### src/rtl/ser_rx_fifo.sv
// ser_rx_fifo: oversampled serial receiver (majority-vote bit decisions) feeding a show-ahead word FIFO.
// Define SER_RX_BREAK_EN to enable break detection; otherwise brk is tied 0.
module ser_rx_fifo #(
  parameter int CLK_HZ     = 25000000,
  parameter int BAUD       = 57600,
  parameter int OVERSAMPLE = 16,
  parameter int DATA_BITS  = 8,
  parameter int PARITY     = 0,
  parameter int STOP_BITS  = 1,
  parameter int FIFO_DEPTH = 16
) (
  input  logic                        pixclk,
  input  logic                        rst_n,
  input  logic                        rxd,
  input  logic                        rd,
  output logic [DATA_BITS-1:0]        rdata,
  output logic                        rvalid,
  output logic [$clog2(FIFO_DEPTH):0] fifo_count,
  output logic                        frame_err,
  output logic                        parity_err,
  output logic                        overrun,
  output logic                        brk,
  input  logic                        clr_err
);
  localparam int DIV    = CLK_HZ / (BAUD * OVERSAMPLE);
  localparam int DIV_W  = $clog2(DIV + 1);
  localparam int TICK_W = $clog2(OVERSAMPLE);
  localparam int PTR_W  = $clog2(FIFO_DEPTH);
  localparam int CNT_W  = PTR_W + 1;

  localparam logic [2:0] S_IDLE   = 3'd0;
  localparam logic [2:0] S_START  = 3'd1;
  localparam logic [2:0] S_DATA   = 3'd2;
  localparam logic [2:0] S_PARITY = 3'd3;
  localparam logic [2:0] S_STOP   = 3'd4;
`ifdef SER_RX_BREAK_EN
  localparam logic [2:0] S_BREAK  = 3'd5;
  localparam int BIT_TIME = DIV * OVERSAMPLE;
  localparam int HI_W     = $clog2(BIT_TIME + 1);
  logic [HI_W-1:0] hi_cnt_reg;
  logic            zero_reg;
`endif

  logic                 sync1_reg, sync2_reg, armed_reg;
  logic [1:0]           settle_reg, samp_reg;
  logic [2:0]           state_reg, bit_reg;
  logic [DIV_W-1:0]     div_reg;
  logic [TICK_W-1:0]    tick_reg;
  logic [DATA_BITS-1:0] shift_reg, word_reg;
  logic                 par_acc_reg, stop_ok_reg, push_reg;
  logic                 tick, vote_tick, vote, last_stop, stop_ok_now, par_ok;
  logic                 brk_now, good_now, fe_set, pe_set;

  assign tick        = (div_reg == DIV_W'(DIV - 1));
  assign vote_tick   = tick && (tick_reg == TICK_W'(OVERSAMPLE / 2 + 1));
  // 2-of-3 majority: two stored samples plus the live third one
  assign vote        = (samp_reg[0] & samp_reg[1]) | (sync2_reg & (samp_reg[0] | samp_reg[1]));
  assign last_stop   = vote_tick && (state_reg == S_STOP) && (bit_reg == 3'(STOP_BITS - 1));
  assign stop_ok_now = stop_ok_reg & vote;
  assign par_ok      = (PARITY == 0) || (par_acc_reg == (PARITY == 1));
`ifdef SER_RX_BREAK_EN
  assign brk_now     = last_stop & zero_reg & ~vote;
`else
  assign brk_now     = 1'b0;
`endif
  assign good_now    = last_stop & ~brk_now & stop_ok_now & par_ok;
  assign fe_set      = last_stop & ~brk_now & ~stop_ok_now;
  assign pe_set      = last_stop & ~brk_now & ~par_ok;

  always_ff @(posedge pixclk or negedge rst_n) begin
    if (!rst_n) begin
      sync1_reg   <= 1'b1;
      sync2_reg   <= 1'b1;
      settle_reg  <= '0;
      armed_reg   <= 1'b0;
      state_reg   <= S_IDLE;
      div_reg     <= '0;
      tick_reg    <= '0;
      samp_reg    <= 2'b11;
      bit_reg     <= '0;
      shift_reg   <= '0;
      par_acc_reg <= 1'b0;
      stop_ok_reg <= 1'b1;
      push_reg    <= 1'b0;
      word_reg    <= '0;
`ifdef SER_RX_BREAK_EN
      hi_cnt_reg  <= '0;
      zero_reg    <= 1'b1;
`endif
    end else begin
      sync1_reg  <= rxd;
      sync2_reg  <= sync1_reg;
      settle_reg <= {settle_reg[0], 1'b1};
      push_reg   <= good_now;
      if (good_now) word_reg <= shift_reg;
      case (state_reg)
        S_IDLE: begin
          div_reg  <= '0;
          tick_reg <= '0;
          // only arm once a genuine high has been seen, so a line stuck low never starts a frame
          if (sync2_reg) begin
            armed_reg <= settle_reg[1];
          end else if (armed_reg) begin
            armed_reg   <= 1'b0;
            state_reg   <= S_START;
            bit_reg     <= '0;
            par_acc_reg <= 1'b0;
            stop_ok_reg <= 1'b1;
`ifdef SER_RX_BREAK_EN
            zero_reg    <= 1'b1;
`endif
          end
        end
`ifdef SER_RX_BREAK_EN
        S_BREAK: begin
          hi_cnt_reg <= sync2_reg ? hi_cnt_reg + 1'b1 : '0;
          if (sync2_reg && (hi_cnt_reg == HI_W'(BIT_TIME - 1))) state_reg <= S_IDLE;
        end
`endif
        default: begin
          div_reg <= tick ? '0 : div_reg + 1'b1;
          if (tick) tick_reg <= (tick_reg == TICK_W'(OVERSAMPLE - 1)) ? '0 : tick_reg + 1'b1;
          if (tick && (tick_reg == TICK_W'(OVERSAMPLE / 2 - 1))) samp_reg[0] <= sync2_reg;
          if (tick && (tick_reg == TICK_W'(OVERSAMPLE / 2))) samp_reg[1] <= sync2_reg;
          if (vote_tick) begin
`ifdef SER_RX_BREAK_EN
            zero_reg <= zero_reg & ~vote;
`endif
            case (state_reg)
              S_START: state_reg <= vote ? S_IDLE : S_DATA;
              S_DATA: begin
                shift_reg   <= {vote, shift_reg[DATA_BITS-1:1]};
                par_acc_reg <= par_acc_reg ^ vote;
                if (bit_reg == 3'(DATA_BITS - 1)) begin
                  bit_reg   <= '0;
                  state_reg <= (PARITY != 0) ? S_PARITY : S_STOP;
                end else begin
                  bit_reg <= bit_reg + 1'b1;
                end
              end
              S_PARITY: begin
                par_acc_reg <= par_acc_reg ^ vote;
                state_reg   <= S_STOP;
              end
              default: begin
                stop_ok_reg <= stop_ok_now;
                if (last_stop) begin
                  state_reg <= S_IDLE;
`ifdef SER_RX_BREAK_EN
                  hi_cnt_reg <= '0;
                  if (brk_now) state_reg <= S_BREAK;
`endif
                end else begin
                  bit_reg <= bit_reg + 1'b1;
                end
              end
            endcase
          end
        end
      endcase
    end
  end

  // Word FIFO: full + push + pop overwrites the slot being popped, so both succeed
  logic [DATA_BITS-1:0] mem [FIFO_DEPTH];
  logic [PTR_W-1:0]     wr_ptr_reg, rd_ptr_reg;
  logic [CNT_W-1:0]     count_reg;
  logic                 pop, full, wr_en;

  assign pop        = rd & (count_reg != '0);
  assign full       = (count_reg == CNT_W'(FIFO_DEPTH));
  assign wr_en      = push_reg & (~full | pop);
  assign rvalid     = (count_reg != '0);
  assign rdata      = rvalid ? mem[rd_ptr_reg] : '0;
  assign fifo_count = count_reg;

  always_ff @(posedge pixclk) begin
    if (wr_en) mem[wr_ptr_reg] <= word_reg;
  end

  always_ff @(posedge pixclk or negedge rst_n) begin
    if (!rst_n) begin
      wr_ptr_reg <= '0;
      rd_ptr_reg <= '0;
      count_reg  <= '0;
      frame_err  <= 1'b0;
      parity_err <= 1'b0;
      overrun    <= 1'b0;
    end else begin
      if (wr_en) wr_ptr_reg <= wr_ptr_reg + 1'b1;
      if (pop) rd_ptr_reg <= rd_ptr_reg + 1'b1;
      case ({wr_en, pop})
        2'b10:   count_reg <= count_reg + 1'b1;
        2'b01:   count_reg <= count_reg - 1'b1;
        default: ;
      endcase
      frame_err  <= (frame_err & ~clr_err) | fe_set;
      parity_err <= (parity_err & ~clr_err) | pe_set;
      overrun    <= (overrun & ~clr_err) | (push_reg & full & ~pop);
    end
  end

`ifdef SER_RX_BREAK_EN
  always_ff @(posedge pixclk or negedge rst_n) begin
    if (!rst_n) brk <= 1'b0;
    else        brk <= (brk & ~clr_err) | brk_now;
  end
`else
  assign brk = 1'b0;
`endif
endmodule
### config.mk
export PLATFORM = sky130hd
export DESIGN_NAME = ser_rx_fifo
export DESIGN_NICKNAME = d
export VERILOG_FILES = /design/src/rtl/ser_rx_fifo.sv
export SDC_FILE = /design/constraint.sdc
export NUM_CORES = 1
export LEC_CHECK = 0
export CAP_MARGIN = 40
export CORE_MARGIN = 1
export CORE_UTILIZATION = 55
export CTS_BUF_LIST = sky130_fd_sc_hd__clkbuf_16
export DETAILED_ROUTE_END_ITERATION = 7
export GPL_ROUTABILITY_DRIVEN = 0
export PLACE_DENSITY = 0.82
export SYNTH_ARGS = -nofsm -noshare
export SYNTH_HDL_FRONTEND = slang
export SYNTH_SLANG_ARGS = --single-unit
### constraint.sdc
create_clock -name pixclk -period 8.2 [get_ports pixclk]
set_clock_uncertainty 0.2 [all_clocks]
set_input_delay 1.64 -clock pixclk [delete_from_list [all_inputs] [get_ports pixclk]]
set_output_delay 1.64 -clock pixclk [all_outputs]
set_load 0.01 [all_outputs]
== After elaboration in Yosys (flattened, before gate mapping) ==
Memories as Yosys holds them, arrays and structs flattened.
Index checks and enable logic that the tools add are counted.
W data, S select, Z words.

* Add/subtract/negate cells: 7
* $mul: 0
* Divide/modulo/power cells: 0
* Magnitude comparators: 0
* Equality and inequality tests: 19
* Shift operators: 0
* Muxes and demuxes: 30
* Bitwise operators: 22
* Reduce and logical (&&, ||, !) cells: 20

{| class="wikitable"
|+ Operator list
! operator !! number
|-
| $mux W3 || 12
|-
| $add A4 B1 Y4 const B || 3
|-
| $and A1 B1 Y1 || 12
|-
| $eq A4 B4 Y1 const B || 3
|-
| $mux W4 || 3
|-
| $add A5 B1 Y5 const B || 2
|-
| $eq A5 B5 Y1 const B || 2
|-
| $mux W5 || 2
|-
| $pmux W5 S2 || 1
|-
| $reduce_and A5 Y1 || 2
|-
| $reduce_bool A5 Y1 || 2
|-
| $pmux W3 S3 || 1
|-
| $mux W1 || 8
|-
| $mux W8 || 1
|-
| $eq A3 B2 Y1 const B || 2
|-
| $eq A3 B3 Y1 const B || 2
|-
| $logic_not A3 Y1 || 2
|-
| $pmux W3 S2 || 1
|-
| $reduce_bool A2 Y1 || 3
|-
| $logic_and A1 B1 Y1 || 5
|-
| $not A1 Y1 || 5
|-
| $or A1 B1 Y1 || 5
|-
| $sub A5 B1 Y5 const B || 1
|-
| $eq A4 B3 Y1 const B || 1
|-
| other kinds (14) || 17
|}

* Flip-flop bits (word level): 56
* Bits in latches: 0
* Bits in writable memories: 128
* Bits in read-only memories: 0
* Input port bits: 5
* Output and inout bits: 18
* Memories: 1

{| class="wikitable"
|+ Memories
! memory !! depth !! bits a word !! rd ports !! clocked after Yosys merged registers in !! wr ports !! RTL line !! RTL
|-
| mem || 16 || 8 || 1 || 0 || 1 || 165 || <nowiki>logic [DATA_BITS-1:0] mem [FIFO_DEPTH];</nowiki>
|}

== Depth between registers and ports, before layout ==
* Depth after elaboration: 8
* Depth in mapped cells: 10
* Depth with buffers taken out: 10

== Least setup slack after synthesis ==
OpenSTA, ideal clock, no wires.

* Path type: reg-to-output
* Start point: register count_reg[1] (netlist: fifo_count[1])
* End point: output port rdata[0]
* Data arrival time: 1.658 ns
* Required time: 6.360 ns
* Path slack: 4.702 ns
* Cell stages (with the launch flop): 6
* Cell sequence: dfrtp_1 -> or4_4 -> nand2b_1 -> nand2b_1 -> buf_2 -> o22ai_1

* Word-level cells in the longest chain between the ends: 2

{| class="wikitable"
|+ RTL lines
! what !! RTL line !! RTL
|-
| start: declaration || 167 || <nowiki>logic [CNT_W-1:0] count_reg;</nowiki>
|-
| start signal: assignment || 193 || <nowiki>2'b10: count_reg <= count_reg + 1'b1;</nowiki>
|-
| start signal: assignment || 194 || <nowiki>2'b01: count_reg <= count_reg - 1'b1;</nowiki>
|-
| $reduce_bool A5 Y1 || 173 || <nowiki>assign rvalid = (count_reg != '0);</nowiki>
|-
| via rvalid || 17 || <nowiki>output logic rvalid,</nowiki>
|-
| $mux W8 || 174 || <nowiki>assign rdata = rvalid ? mem[rd_ptr_reg] : '0;</nowiki>
|-
| end: declaration || 16 || <nowiki>output logic [DATA_BITS-1:0] rdata,</nowiki>
|}

The timed path passes the listed nets, and every way through them passes these cells.

== Worst setup path after layout ==
* Start point: register rd_ptr_reg[1]
* End point: output port rdata[3]

* Word-level cells in the longest chain between the ends: 2

{| class="wikitable"
|+ RTL lines
! what !! RTL line !! RTL
|-
| start: declaration || 166 || <nowiki>logic [PTR_W-1:0] wr_ptr_reg, rd_ptr_reg;</nowiki>
|-
| start signal: assignment || 191 || <nowiki>if (pop) rd_ptr_reg <= rd_ptr_reg + 1'b1;</nowiki>
|-
| $mem_v2 Z16 W8 || - ||
|-
| $mux W8 || 174 ||
|}

Every way passes these cells.

==> results.py <==
metrics = {
    "timing": {
        "max_freq_mhz": 213,
        "finalCritPeriodShare": 0.574,
        "worst_slack_ps": 3500,
        "min_period_ps": 4700,
        "tightest_slew_ps": 897,
        "fin_tns_setup_ps": 0,
        "hold_viol": 0,
        "final-max-slew-violation-count": 0,
        "slew_headroom": 0.399,
        "rsz0062_at_grt": "false",
        "finalSetupViolCount": 0,
    },
    "synth": {
        "synth_edf_count": 128,
        "synth-seq-cells": 184,
        "synth-main-ff-cell": "edfxtp_1",
        "syn_area_per_cell_um2": 17.0,
        "yosys_warnings": 0,
        "synth_nets": 471,
        "synthesis.instances": 449,
        "synth.distinct_cells": 51,
        "async_reset_ff_frac": 0.304,
        "seq_area_frac_synth": 0.689,
        "synth.cell_area_mm2": 0.00762,
    },
    "critical_path": {
        "arrival_ps": 2860,
        "path_cells": "buf_4 > mux4_2 > mux2i_1 > o22ai_1 > clkdlybuf4s50_1",
        "r2r_end": "fifo_count[4]",
        "r2r_slack_ps": 5150,
        "crit_family": "buffers and inverters",
        "slowest_stage": "dfrtp_1",
        "critPathLaunchType": "flip-flop",
        "crit_buf_inv": 2,
        "endpoint_kind": "primary output",
        "crit_fanout": 19,
        "cp.required_ps": 6360,
        "max_stage_delay_ps": 820,
        "reg2reg_from": "fifo_count[1]",
        "crit_type": "flip-flop to primary output",
        "rr_worst_depth": 10,
    },
    "flow_run": {
        "cap_violations": 0,
    },
    "route": {
        "drt-pass1-iter-count": 5,
        "routed_via_density": 5.92,
        "routed_wl_mm": 14.0,
        "post_drt_wl_per_cell_um": 20.7,
        "drc": 0,
        "drt_iter0_drc": 343,
        "ant_nets": 0,
        "num_vias": 3994,
    },
    "hold_path": {
        "min_path_type": "flip-flop to flip-flop",
        "hold-path-endpoint": "settle_reg[1]",
        "min_from": "settle_reg[0]",
        "holdPathStages": 0,
    },
    "floorplanning": {
        "start_util": 0.569,
        "rows": 42,
        "dieWidth_um": 120,
        "num_io_pins": 23,
        "die_y_um": 120,
        "coreArea_mm2": 0.0134,
        "design.die.area_mm2": 0.0143,
    },
    "clock_tree": {
        "clockBufferDepth": 2,
        "clock_sinks": 184,
        "insertion_delay_ps": 430,
        "cts_tree": "built",
        "htreeDepth": 4,
        "hold_buffers": 0,
        "postCtsSetupBuffers": 0,
        "path_clk_slew_ps": 70,
        "cts_resized": 0,
        "root_buffer": "clkbuf_16",
        "numCtsBuffers": 17,
    },
    "global_route": {
        "antenna_found_initial": 0,
        "grt_overflow": 0,
        "first_global_vias": 4051,
        "grt_max_degree": 57,
        "grt_usage": 0.213,
        "grt_pass1_wl_mm": 22.2,
    },
    "cells_and_area": {
        "diodes": 0,
        "fin_cells": 675,
        "final_net_count": 508,
        "largest_register_ffs": 128,
        "syn_to_final_growth_pct": 14.3,
        "drive_gt1_frac": 0.224,
    },
    "power": {
        "pwr_density_cell_mw_per_mm2": 271,
        "leakage_nw": 3.59,
        "max-vdd-ir-drop_v": 0.000192,
    },
    "place": {
        "port-buffer-count": 21,
        "pre_cts_ws_ps": 3950,
        "numPlacedInstances": 642,
        "post-dp-hpwl_mm": 8.85,
    },
    "status": {
        "status": "finished, final reports clean",
    },
}
-- layer usage --
metal | track usage | share of wire | vias to the layer above
met5 | 0 | 0 | -
met4 | 0.0734 | 0.012 | 0
met3 | 0.0518 | 0.052 | 16
met2 | 0.345 | 0.51 | 130
met1 | 0.284 | 0.43 | 2054
li1 | - | - | 1794
-- Yosys cell counts, types with 2 or more instances --
| cell | count | area (um2) |
|---|---|---|
| nand2b_1 | 5 | 31.3 |
| mux4_2 | 32 | 721 |
| o31ai_1 | 2 | 15.0 |
| nor4_1 | 6 | 37.5 |
| nor3_2 | 2 | 20.0 |
| o21ai_1 | 2 | 10.0 |
| dfrtp_1 | 51 | 1280 |
| o21ai_0 | 2 | 10.0 |
| edfxtp_1 | 128 | 3840 |
| dfstp_2 | 5 | 131 |
| nand2_1 | 22 | 82.6 |
| nor2_1 | 17 | 63.8 |
| buf_1 | 2 | 7.51 |
| and2_1 | 2 | 12.5 |
| mux2i_1 | 19 | 190 |
| a311oi_1 | 2 | 17.5 |
| nor3_1 | 5 | 25.0 |
| a21oi_1 | 8 | 40.0 |
| buf_2 | 8 | 40.0 |
| and3_1 | 6 | 37.5 |
| ha_1 | 16 | 200 |
| mux2_2 | 19 | 214 |
| xnor2_1 | 9 | 78.8 |
| nand3_1 | 8 | 40.0 |
| conb_1 | 2 | 7.51 |
| clkbuf_1 | 7 | 26.3 |
| inv_1 | 20 | 75.1 |
| xor2_1 | 5 | 43.8 |
| nor2b_1 | 3 | 18.8 |
| o21a_1 | 2 | 15.0 |
| a21o_1 | 3 | 22.5 |
| o22ai_1 | 10 | 62.6 |
-- power breakdown --
| part | leakage (nW) | total, mW | switching, mW | internal (mW) |
|---|---|---|---|---|
| Sequential | 2.20 | 1.12 | 0.0939 | 1.03 |
| Combinational | 1.10 | 0.424 | 0.207 | 0.217 |
| Clock | 0.288 | 0.814 | 0.358 | 0.456 |
| Total | 3.59 | 2.36 | 0.659 | 1.70 |
-- cells in the final DEF (no fill, tap or decap), types with 3 or more instances in the layout --
cell	n
clkdlybuf4s50_1	20
ha_1	16
inv_6	4
mux2_2	19
mux4_2	32
dfrtp_1	50
nand3_1	8
xnor2_1	9
buf_4	13
nor4_1	6
nand2_1	22
inv_1	21
a21o_1	3
nor2b_1	3
clkbuf_16	17
xor2_1	5
dfstp_2	5
nor3_1	5
and3_1	6
edfxtp_1	128
nand2b_1	5
o22ai_1	10
a21oi_1	8
mux2i_1	19
clkinv_4	3
nor2_1	17
-- cell type report --
class / count / area, um2
clock inverters: 15 / 171
multi-input cells: 227 / 2210
flip-flops and latches: 184 / 5250
fillers: 912 / 4690
inverters: 20 / 75.1
clock buffers: 17 / 425
repair buffers: 36 / 350
well taps: 176 / 220
-- worst reg2reg max path, stage by stage, from the launching register on --
cell      delay [ps]
dfrtp_1          440
or4_4            610
nand2b_1         290
nand3_1          200
inv_1            110
ha_1             330
nor2b_1          140
o21a_1           180
o211ai_1         160
o31ai_1          120
xnor2_1          140
-- logic make-up after synthesis --
kind of cell,Yosys count,synth area share
AO/OA/AOI/OAI,37,0.0327
XOR/XNOR,14,0.0161
adder cells (fa/ha/maj),18,0.0302
buffers and inverters,38,0.0205
flip-flops,184,0.689
multiplexers,73,0.153
other,2,0.000986
AND/OR/NAND/NOR,83,0.0573
-- per-stage QoR --
| step | instance area, um2 | util | total power, mW | hold slack (ps) |
|---|---|---|---|---|
| 2_1_floorplan | 7620 | - | 1.44 | 131 |
| 3_3_place_gp | 8040 | 0.600 | 1.52 | 135 |
| 3_5_place_dp | 8100 | 0.605 | 1.57 | 147 |
| 4_1_cts | 8700 | 0.649 | 2.38 | 160 |
| 5_1_grt | 8710 | 0.650 | 2.46 | 163 |
| 6_report | 8710 | 0.650 | 2.36 | 157 |
-- worst max-delay path by stage --
stage	start	endpoint	slack, ps	cells past startpoint
final	rd_ptr_reg[1]	rdata[3]	3500	5
after global routing	fifo_count[1]	rdata[4]	3360	5
after CTS	rd_ptr_reg[1]	rdata[3]	3480	5
after detailed placement	rd	mem[12][3]	3950	5
after global placement	rd_ptr_reg[0]	rdata[5]	3720	4
after floorplan	fifo_count[1]	rdata[0]	4700	5
No activity file was read; power rests on OpenSTA's default activity.
